[src/rtl/uart_tx.sv]
// uart_tx: one-byte-per-request asynchronous serial transmitter, 8N1 framing.
// Defining UART_TX_PARITY_EN adds an even-parity bit between the data bits and the stop bit.
module uart_tx #(
    parameter int CLOCK_FREQ = 50_000_000,
    parameter int BAUD_RATE  = 9600
) (
    input  logic       clk,
    input  logic       rst_n,
    input  logic [7:0] data_in,
    input  logic       transmit,
    output logic       tx,
    output logic       busy
);
    localparam int CLKS_PER_BIT = CLOCK_FREQ / BAUD_RATE;
    localparam int CW           = $clog2(CLKS_PER_BIT);
    localparam logic [CW-1:0] CNT_LAST = CW'(CLKS_PER_BIT - 1);

    typedef enum logic [2:0] {
        S_IDLE   = 3'd0,
        S_START  = 3'd1,
        S_DATA   = 3'd2,
`ifdef UART_TX_PARITY_EN
        S_PARITY = 3'd3,
`endif
        S_STOP   = 3'd4
    } state_t;

    state_t          r_state;
    logic [CW-1:0]   r_cnt;
    logic [2:0]      r_idx;
    logic [7:0]      r_data;
    logic            r_tx;
    logic            r_busy;

    state_t          w_state_nx;
    logic [CW-1:0]   w_cnt_nx;
    logic [2:0]      w_idx_nx;
    logic [7:0]      w_data_nx;
    logic            w_tx_nx;
    logic            w_busy_nx;
    logic            w_bit_done;

    assign w_bit_done = (r_cnt == CNT_LAST);

    always_comb begin
        w_state_nx = r_state;
        w_cnt_nx   = w_bit_done ? '0 : r_cnt + CW'(1);
        w_idx_nx   = r_idx;
        w_data_nx  = r_data;
        case (r_state)
            S_IDLE: begin
                w_cnt_nx = '0;
                if (transmit) begin
                    w_state_nx = S_START;
                    w_data_nx  = data_in;
                    w_idx_nx   = '0;
                end
            end
            S_START: begin
                if (w_bit_done) begin
                    w_state_nx = S_DATA;
                    w_idx_nx   = '0;
                end
            end
            S_DATA: begin
                if (w_bit_done) begin
                    w_idx_nx = r_idx + 3'd1;
                    if (r_idx == 3'd7) begin
`ifdef UART_TX_PARITY_EN
                        w_state_nx = S_PARITY;
`else
                        w_state_nx = S_STOP;
`endif
                    end
                end
            end
`ifdef UART_TX_PARITY_EN
            S_PARITY: begin
                if (w_bit_done) w_state_nx = S_STOP;
            end
`endif
            S_STOP: begin
                if (w_bit_done) w_state_nx = S_IDLE;
            end
            default: w_state_nx = S_IDLE;
        endcase

        // Line level is decoded from the next state so tx is a plain register.
        w_tx_nx = 1'b1;
        case (w_state_nx)
            S_START:  w_tx_nx = 1'b0;
            S_DATA:   w_tx_nx = w_data_nx[w_idx_nx];
`ifdef UART_TX_PARITY_EN
            S_PARITY: w_tx_nx = ^w_data_nx;
`endif
            default:  w_tx_nx = 1'b1;
        endcase
        w_busy_nx = (w_state_nx != S_IDLE);
    end

    always_ff @(posedge clk) begin
        if (!rst_n) begin
            r_state <= S_IDLE;
            r_cnt   <= '0;
            r_idx   <= '0;
            r_data  <= '0;
            r_tx    <= 1'b1;
            r_busy  <= 1'b0;
        end else begin
            r_state <= w_state_nx;
            r_cnt   <= w_cnt_nx;
            r_idx   <= w_idx_nx;
            r_data  <= w_data_nx;
            r_tx    <= w_tx_nx;
            r_busy  <= w_busy_nx;
        end
    end

    assign tx   = r_tx;
    assign busy = r_busy;

endmodule

[config.mk]
export PLATFORM = sky130hd
export DESIGN_NAME = uart_tx
export DESIGN_NICKNAME = d
export VERILOG_FILES = /design/src/rtl/uart_tx.sv
export SDC_FILE = /design/constraint.sdc
export NUM_CORES = 1
export LEC_CHECK = 0
export BUFFER_PORTS_ARGS = -buffer_cell sky130_fd_sc_hd__buf_2
export CAP_MARGIN = 20
export CORE_UTILIZATION = 50
export DETAILED_ROUTE_END_ITERATION = 8
export PLACE_DENSITY_LB_ADDON = 0.05
export SYNTH_ARGS = -nofsm -noshare
export SYNTH_HDL_FRONTEND = slang
export SYNTH_SLANG_ARGS = --single-unit
[constraint.sdc]
create_clock -name clk -period 4.1 [get_ports clk]
set_input_delay 0.205 -clock clk [delete_from_list [all_inputs] [get_ports clk]]
set_output_delay 0.205 -clock clk [all_outputs]
set_load 0.02 [all_outputs]
==> After elaboration in Yosys (flattened, before gate mapping) <==
Index checks and enable logic that the tools add are counted.
{ "totals": {"regBits": 29, "elab_cells": 35} }
{ "classes": {"reduce_logical": 3, "eq_ne": 7, "order_cmp": 1, "n_addsub": 2, "n_bitwise": 1, "n_mux": 15} }
{ "op_table": {"columns": ["op", "count"], "rows": [
  ["3-bit two-way mux", 8],
  ["8-bit two-way mux", 2],
  ["13-bit by 1-bit adder with 13-bit output (second input constant)", 1],
  ["13-bit == test (second input constant)", 1],
  ["3-bit case mux with 4 select lines", 1],
  ["3-bit case mux with 3 select lines", 1],
  ["3-bit by 1-bit == test with 1-bit output (second input constant)", 2],
  ["3-bit by 2-bit == test with 1-bit output (second input constant)", 2],
  ["3-bit == test (second input constant)", 2],
  ["3-bit by 4-bit < comparator with 1-bit output (second input constant)", 1],
  ["3-bit by 1-bit adder with 3-bit output (second input constant)", 1],
  ["1-bit binary-select mux with 3-bit select", 1],
  ["3-bit logical NOT", 1],
  ["3-bit nonzero test", 1],
  ["3-bit OR reduction", 1],
  ["1-bit case mux with 2 select lines", 1],
  ["1-bit two-way mux", 1],
  ["1-bit NOT", 1]
]} }

==> Logic depth before layout (Yosys ltp) <==
Gate-level depths: netlist (run 1).
{ "logic_depth": {"word_depth": 6, "mapped_depth": 11} }

==> Worst setup path before layout (run 1) <==
Ideal clock, no wire load.
{ "synth_timing": {"path_kind": "register -> register", "startpoint": "register r_cnt[7]", "endpoint": "register r_tx (netlist: tx)", "path_slack_ps": 1101, "arrival_ps": 2929, "path_stages_with_launch": 11, "t_required_ps": 4030, "path_buffers": 0, "period_less_slack_ps": 2999, "setup_ps": 70, "cell_sequence": "dfxtp_1 or4b_4 nor3_4 inv_2 ha_1 or3b_2 a21oi_1 or2_2 mux2_2 o211a_1 a21oi_1"} }
{ "synth_between": {"elab_chain_cells": 6, "word_cells_on_any_way": 13, "classes_between": "3 x eq/ne; 10 x mux"} }
{ "synth_lines": {"columns": ["item", "line", "text"], "rows": [
  ["start, declared", "29", "logic [CW-1:0] r_cnt;"],
  ["start signal, assigned", "111", "r_cnt <= w_cnt_nx;"],
  ["13-bit == test (*)", "43", "assign w_bit_done = (r_cnt == CNT_LAST);"],
  ["3-bit two-way mux, on equally long branches", "66, 60", null],
  ["3-bit case mux with 3 select lines", "50", "case (r_state)"],
  ["1-bit binary-select mux with 3-bit select", "92", "S_DATA: w_tx_nx = w_data_nx[w_idx_nx];"],
  ["1-bit two-way mux (implied by the code)", "92", null],
  ["1-bit case mux with 2 select lines (*)", "90", "case (w_state_nx)"],
  ["end signal, assigned", "114", "r_tx <= w_tx_nx;"],
  ["end, declared", "32", "logic r_tx;"]
]} }
Every way passes the cells marked *; elsewhere a longest branch is shown, timed or not. The select of a mux whose other input is x is not followed.
A chain may end at the register's enable or synchronous reset.

==> Worst setup path in the final report (run 1) <==
Ends and elaborated chain as after synthesis.

==> flow_summary.ini, run 1 <==
[critical_path]
start_kind = flip-flop
critical_path_class = reg2reg
worstRegToRegCells = 10
reg2reg_slack_ns = 0.89
regToRegEndpoint = tx
endpoint = tx
cp.required_ns = 4.37
crit_arrival_ns = 3.48
crit_fanout = 5
worstReg2RegStart = r_cnt[7]
end_kind = flip-flop
worstSetupStartpoint = r_cnt[7]

[die]
start_util = 0.549
placementRows = 18
die_w_um = 55.1
io_pins = 13
die_h_um = 55.1
core_region_area_mm2 = 0.00257
die_area_mm2 = 0.00303

[job]
cap_violations = 0

[pwr]
p_per_area_mw_per_mm2 = 353
leakagePower_nw = 0.584
ir_worst_vdd_mv = 0.349

[yosys]
synth_nets = 163
ys_seq_area_frac = 0.412
synth_area_per_cell_um2 = 9.52
yosys.cell_types.count = 41
synth_ff_type = dfxtp_1
syn_area_mm2 = 0.00141
ys_ff_latch = 29
synthTopCellsByArea = dfxtp_1 (41%), mux2i_1 (4.3%), nor2_1 (3.7%)
async_reset_ff_frac = 0
yosys.area.top_type = dfxtp_1
synth_top_cell_area_share = 0.412
synth_edf_count = 0
yosysWarnings = 0
syn_inst = 148

[timing]
grt_setup_unrepaired = false
timing.fmax_mhz = 312
hold_viol_final = 0
setup_viol = 0
finalCritPeriodShare = 0.783
min_period_ns = 3.21
drv_slew = 0
finalSetupTns_ns = 0
relSlewSlack = 0.271
tightestPinTransition_ns = 1.09
fin_skew_ns = 0.00918
holdWs_ns = 0.160

[grt]
grt_pass1_wl_um = 4110
antenna_found_initial = 0
grt_overflow = 0
grt_max_degree = 16
grt_pass1_vias = 907
grt_usage = 0.200

[cts]
htreeDepth = 2
root_buffer = clkbuf_4
cts_tree = done
cts_setup_buffers = 0
cts_made_buffers = 5
cts_max_path_buffers = 2
clock_sinks = 29
hold_buffers = 0
clk_pin_slew_ns = 0.09
ctsResizeCount = 0
insertion_delay_ns = 0.33

[layout]
nFillCells = 240
area_growth_pct = 11.4
layout.nets = 177
final_cells = 192
diodes = 0
drive_above_1_share = 0.204

[detailed_routing]
drtPass1Iterations = 4
vias_per_cell = 5.57
ant_nets = 0
routed_wl_um = 2460
drt_iter0_markers = 14
routed-via-count = 1069
drc = 0
post_drt_wl_per_cell_um = 12.8

[placed_design]
post-place-cells = 185
place_congestion = 0.786
dp_hpwl_um = 1820
port_buffers = 12

[hold_path]
hold_class = in2reg
hold_depth = 3

[outcome]
status = finished clean
-- critical path: stages, from the launching register on --
cell and delay [ns]:
dfxtp_1 0.34, or4b_4 0.57, nor3_4 0.27, inv_2 0.11
ha_1 0.27, or3b_2 0.43, a21oi_1 0.26, or2_2 0.21
mux2_2 0.34, o211a_1 0.22, a21oi_1 0.12
-- through the flow --
| stage | util | setup slack (ns) | instance area (um^2) | power (mW) |
|---|---|---|---|---|
| 3_5_place_dp | 0.583 | 0.915 | 1500 | 0.336 |
| 5_1_grt | 0.611 | 0.746 | 1570 | 0.579 |
| 6_report | 0.611 | 0.891 | 1570 | 0.554 |
| 4_1_cts | 0.611 | 0.901 | 1570 | 0.563 |
| 2_1_floorplan | - | 1.10 | 1410 | 0.324 |
| 3_3_place_gp | 0.583 | 1.01 | 1500 | 0.335 |
-- cells by family after synthesis --
kind of cell	synth area share
AO/OA/AOI/OAI	0.140
XOR/XNOR	0.0560
adder cells (fa/ha/maj)	0.0355
buffers and inverters	0.0249
flip-flops	0.412
multiplexers	0.0666
AND/OR/NAND/NOR	0.265
-- cell usage in the layout, fill, tap and decap left out, types with 3 or more instances in the layout --
cell type / count
and2_1: 4
buf_2: 12
nor3b_1: 4
xor2_1: 6
mux2_2: 3
dfxtp_1: 29
a21oi_1: 8
o21ai_0: 5
nor2_1: 14
xnor2_1: 3
or3_1: 5
a21boi_0: 3
clkbuf_4: 5
nor2b_1: 7
ha_1: 4
nand2_1: 5
mux2i_1: 6
nand3_1: 5
-- routing by layer --
metal	up-vias	track usage	part of all wire
li1	557	-	-
met1	491	0.275	0.52
met2	16	0.265	0.43
met3	5	0.0902	0.032
met4	0	0.0875	0.016
met5	-	0	0
-- cell type report --
type                    instances  area, um^2  share of cell area
multi-input cells             110         800               0.510
flip-flops and latches         29         581               0.370
repair buffers                 13        67.6              0.0431
clock buffers                   5        37.5              0.0239
well taps                      30        37.5              0.0239
clock inverters                 2        35.0              0.0223
inverters                       3        11.3             0.00718
-- cell usage after synthesis (2+ instances only) --
cell and n:
xnor2_1 3, nand3_1 5, and2_1 4, nand4_1 2, and3_1 2, nor2b_1 7, nor2_1 14, o21ai_0 5
a211o_1 2, a21boi_0 3, nor3b_1 4, ha_1 4, nand2_1 5, or2_2 2, o211ai_1 2, clkbuf_1 5
nand2b_1 2, xor2_1 6, a21oi_1 8, mux2i_1 6, inv_1 2, or3_1 5, mux2_2 3, dfxtp_1 29
or3b_2 2
-- report_power, final --
| group | internal [mW] | total (mW) | switching, mW |
|---|---|---|---|
| Clock | 0.124 | 0.225 | 0.101 |
| Sequential | 0.289 | 0.293 | 0.00424 |
| Combinational | 0.0179 | 0.0358 | 0.0180 |
| Total | 0.431 | 0.554 | 0.123 |
-- flip-flops by register name (all words and copies together) (netlist names) --
register	flops
r_cnt	13
tx	1
r_state	3
r_idx	3
r_data	8
busy	1
-- worst min-delay path by stage --
stage,startpoint,endpoint,slack [ns]
2_1_floorplan,rst_n,r_data[1],0.33
3_3_place_gp,r_cnt[0],r_cnt[0],0.43
3_5_place_dp,r_cnt[0],r_cnt[0],0.44
4_1_cts,data_in[5],r_data[5],0.15
5_1_grt,data_in[5],r_data[5],0.17
6_report,data_in[5],r_data[5],0.16
Note: power is estimated with default switching activity, not from simulation.
==> run 2, diff against run 1 <==
Clock period 4.1 ns to 2.9 ns, I/O delays scaled along.
==> flow_summary.ini, run 2 (synthesis gave the netlist of run 1 again) <==
[outcome]
status = finished clean

[placed_design]
post-place-cells = 192
port_buffers = 12
dp_hpwl_um = 2020
place_congestion = 0.744
dpl_cell_area_mm2 = 0.00156
pre_cts_ws_ns = 0.0219

[detailed_routing]
drc = 0
ant_nets = 0
routed_wl_um = 2900
post_drt_wl_per_cell_um = 14.1
drtPass1Iterations = 4
routed-via-count = 1154
vias_per_cell = 5.60
drt_iter0_markers = 14

[timing]
fin_skew_ns = 0.00844
finalSetupTns_ns = 0
tightestPinTransition_ns = 0.489
setup_viol = 0
timing.fmax_mhz = 361
grt_setup_unrepaired = false
drv_slew = 0
hold_viol_final = 0
min_period_ns = 2.77
fin_ws_ns = 0.127
relSlewSlack = 0.671
holdWs_ns = 0.105
finalCritPeriodShare = 0.956

[layout]
largest_reg_flops = 13
area_growth_pct = 20.4
drive_above_1_share = 0.295
design_area_mm2 = 0.00170
final_cells = 206
final_common_cell = dfxtp_1
regMostFlops = r_cnt
top_regs = r_cnt (13), r_data (8)
final_cell_mix = dfxtp_1 (25), nor2_1 (14), buf_4 (14), buf_2 (12), nor2b_1 (7)
diodes = 0
layout.nets = 190

[critical_path]
cp.required_ns = 3.16
end_kind = flip-flop
reg2reg_slack_ns = 0.13
regToRegEndpoint = tx
worstReg2RegStart = r_cnt[5]
crit_arrival_ns = 3.03
crit_fanout = 3
crit_chain = or4b_4 > nor3_4 > inv_2 > ha_1 > or3b_4 > a21oi_2 > buf_4 > buf_4 > nor3b_1 > a211o_1 > a21o_1 > a21oi_2
worstRegToRegCells = 12
start_kind = flip-flop
slowest_stage = or4b_4
cpPeakStageDelay_ns = 0.55
worstSetupStartpoint = r_cnt[5]
critical_path_class = reg2reg

[grt]
grt_overflow = 0
antenna_found_initial = 0
grt_usage = 0.229
grt_max_degree = 16
grt_pass1_vias = 1114
grt.met1_usage = 0.286
grtUsageMet2 = 0.367
grt_use_met3 = 0.0601
top_usage_layer = met2
grt_pass1_wl_um = 4750

[die]
die_w_um = 55.1
die_h_um = 55.1
placementRows = 18
die_area_mm2 = 0.00303
core_region_area_mm2 = 0.00257
io_pins = 13
start_util = 0.549

[cts]
cts_made_buffers = 5
clk_pin_slew_ns = 0.09
cts_max_path_buffers = 2
insertion_delay_ns = 0.32
cts_tree = done
hold_buffers = 0
clock_sinks = 29
htreeDepth = 2
root_buffer = clkbuf_4

[job]
cap_violations = 0

[pwr]
p_per_area_mw_per_mm2 = 479
leakagePower_nw = 0.659
ir_worst_vdd_mv = 0.511

[hold_path]
hold_class = in2reg
hold_depth = 3
hold_path_end = r_data[3]
min-delay-start = data_in[3]
==> run 2: cell types whose count changed in the layout (fill, tap and decap cells not counted), sizes merged <==
| cell | delta |
|---|---|
| clkinv | -1 |
| clkbuf | +2 |
| buf | +13 |
==> run 2: through the flow <==
step	power, mW	util
after floorplan	0.458	-
after global placement	0.475	0.606
after detailed placement	0.477	0.606
after CTS	0.820	0.652
after global routing	0.844	0.661
final	0.813	0.661
==> run 2: critical path: cells and delay by family (launching register included) <==
kind | cells | cell delay (ns)
AOI/OAI and AO/OA | 4 | 0.70
DFF | 1 | 0.34
adders and majority gates | 1 | 0.27
buffers and inverters | 3 | 0.27
and+or+nand+nor | 4 | 1.11
==> run 2: metal layers <==
metal	vias up	part of all wire
met2	17	0.46
met4	0	0.015
met1	549	0.49
met3	7	0.033
li1	581	-
met5	-	0
==> run 2: worst max-delay path by stage <==
stage,endpoint,depth (start not counted)
final,tx,12
after CTS,tx,10
after global placement,tx,10
after global routing,tx,12
after detailed placement,tx,10
after floorplan,tx,10
==> run 2: power breakdown <==
part | switching [mW] | total, mW | internal [mW] | leakage (nW)
combinational | 0.0271 | 0.0536 | 0.0265 | 0.376
clock | 0.138 | 0.344 | 0.206 | 0.0455
sequential | 0.00687 | 0.416 | 0.409 | 0.238
total | 0.172 | 0.813 | 0.641 | 0.659
==> run 2: final cells by class <==
type                    instances  area, um^2
flip-flops and latches         29         586
well taps                      30        37.5
fillers                       231         871
inverters                       3        11.3
multi-input cells             110         812
clock buffers                   7        55.1
clock inverters                 1        30.0
repair buffers                 26         165
==> run 2: what timing repair did <==
action / in CTS / in global routing
resized for setup: 3 / 3
endpoints found under the hold margin: 0 / 0
setup endpoints to repair: 1 / 1
buffers inserted: 4 / 2
pin swaps: 6 / 6
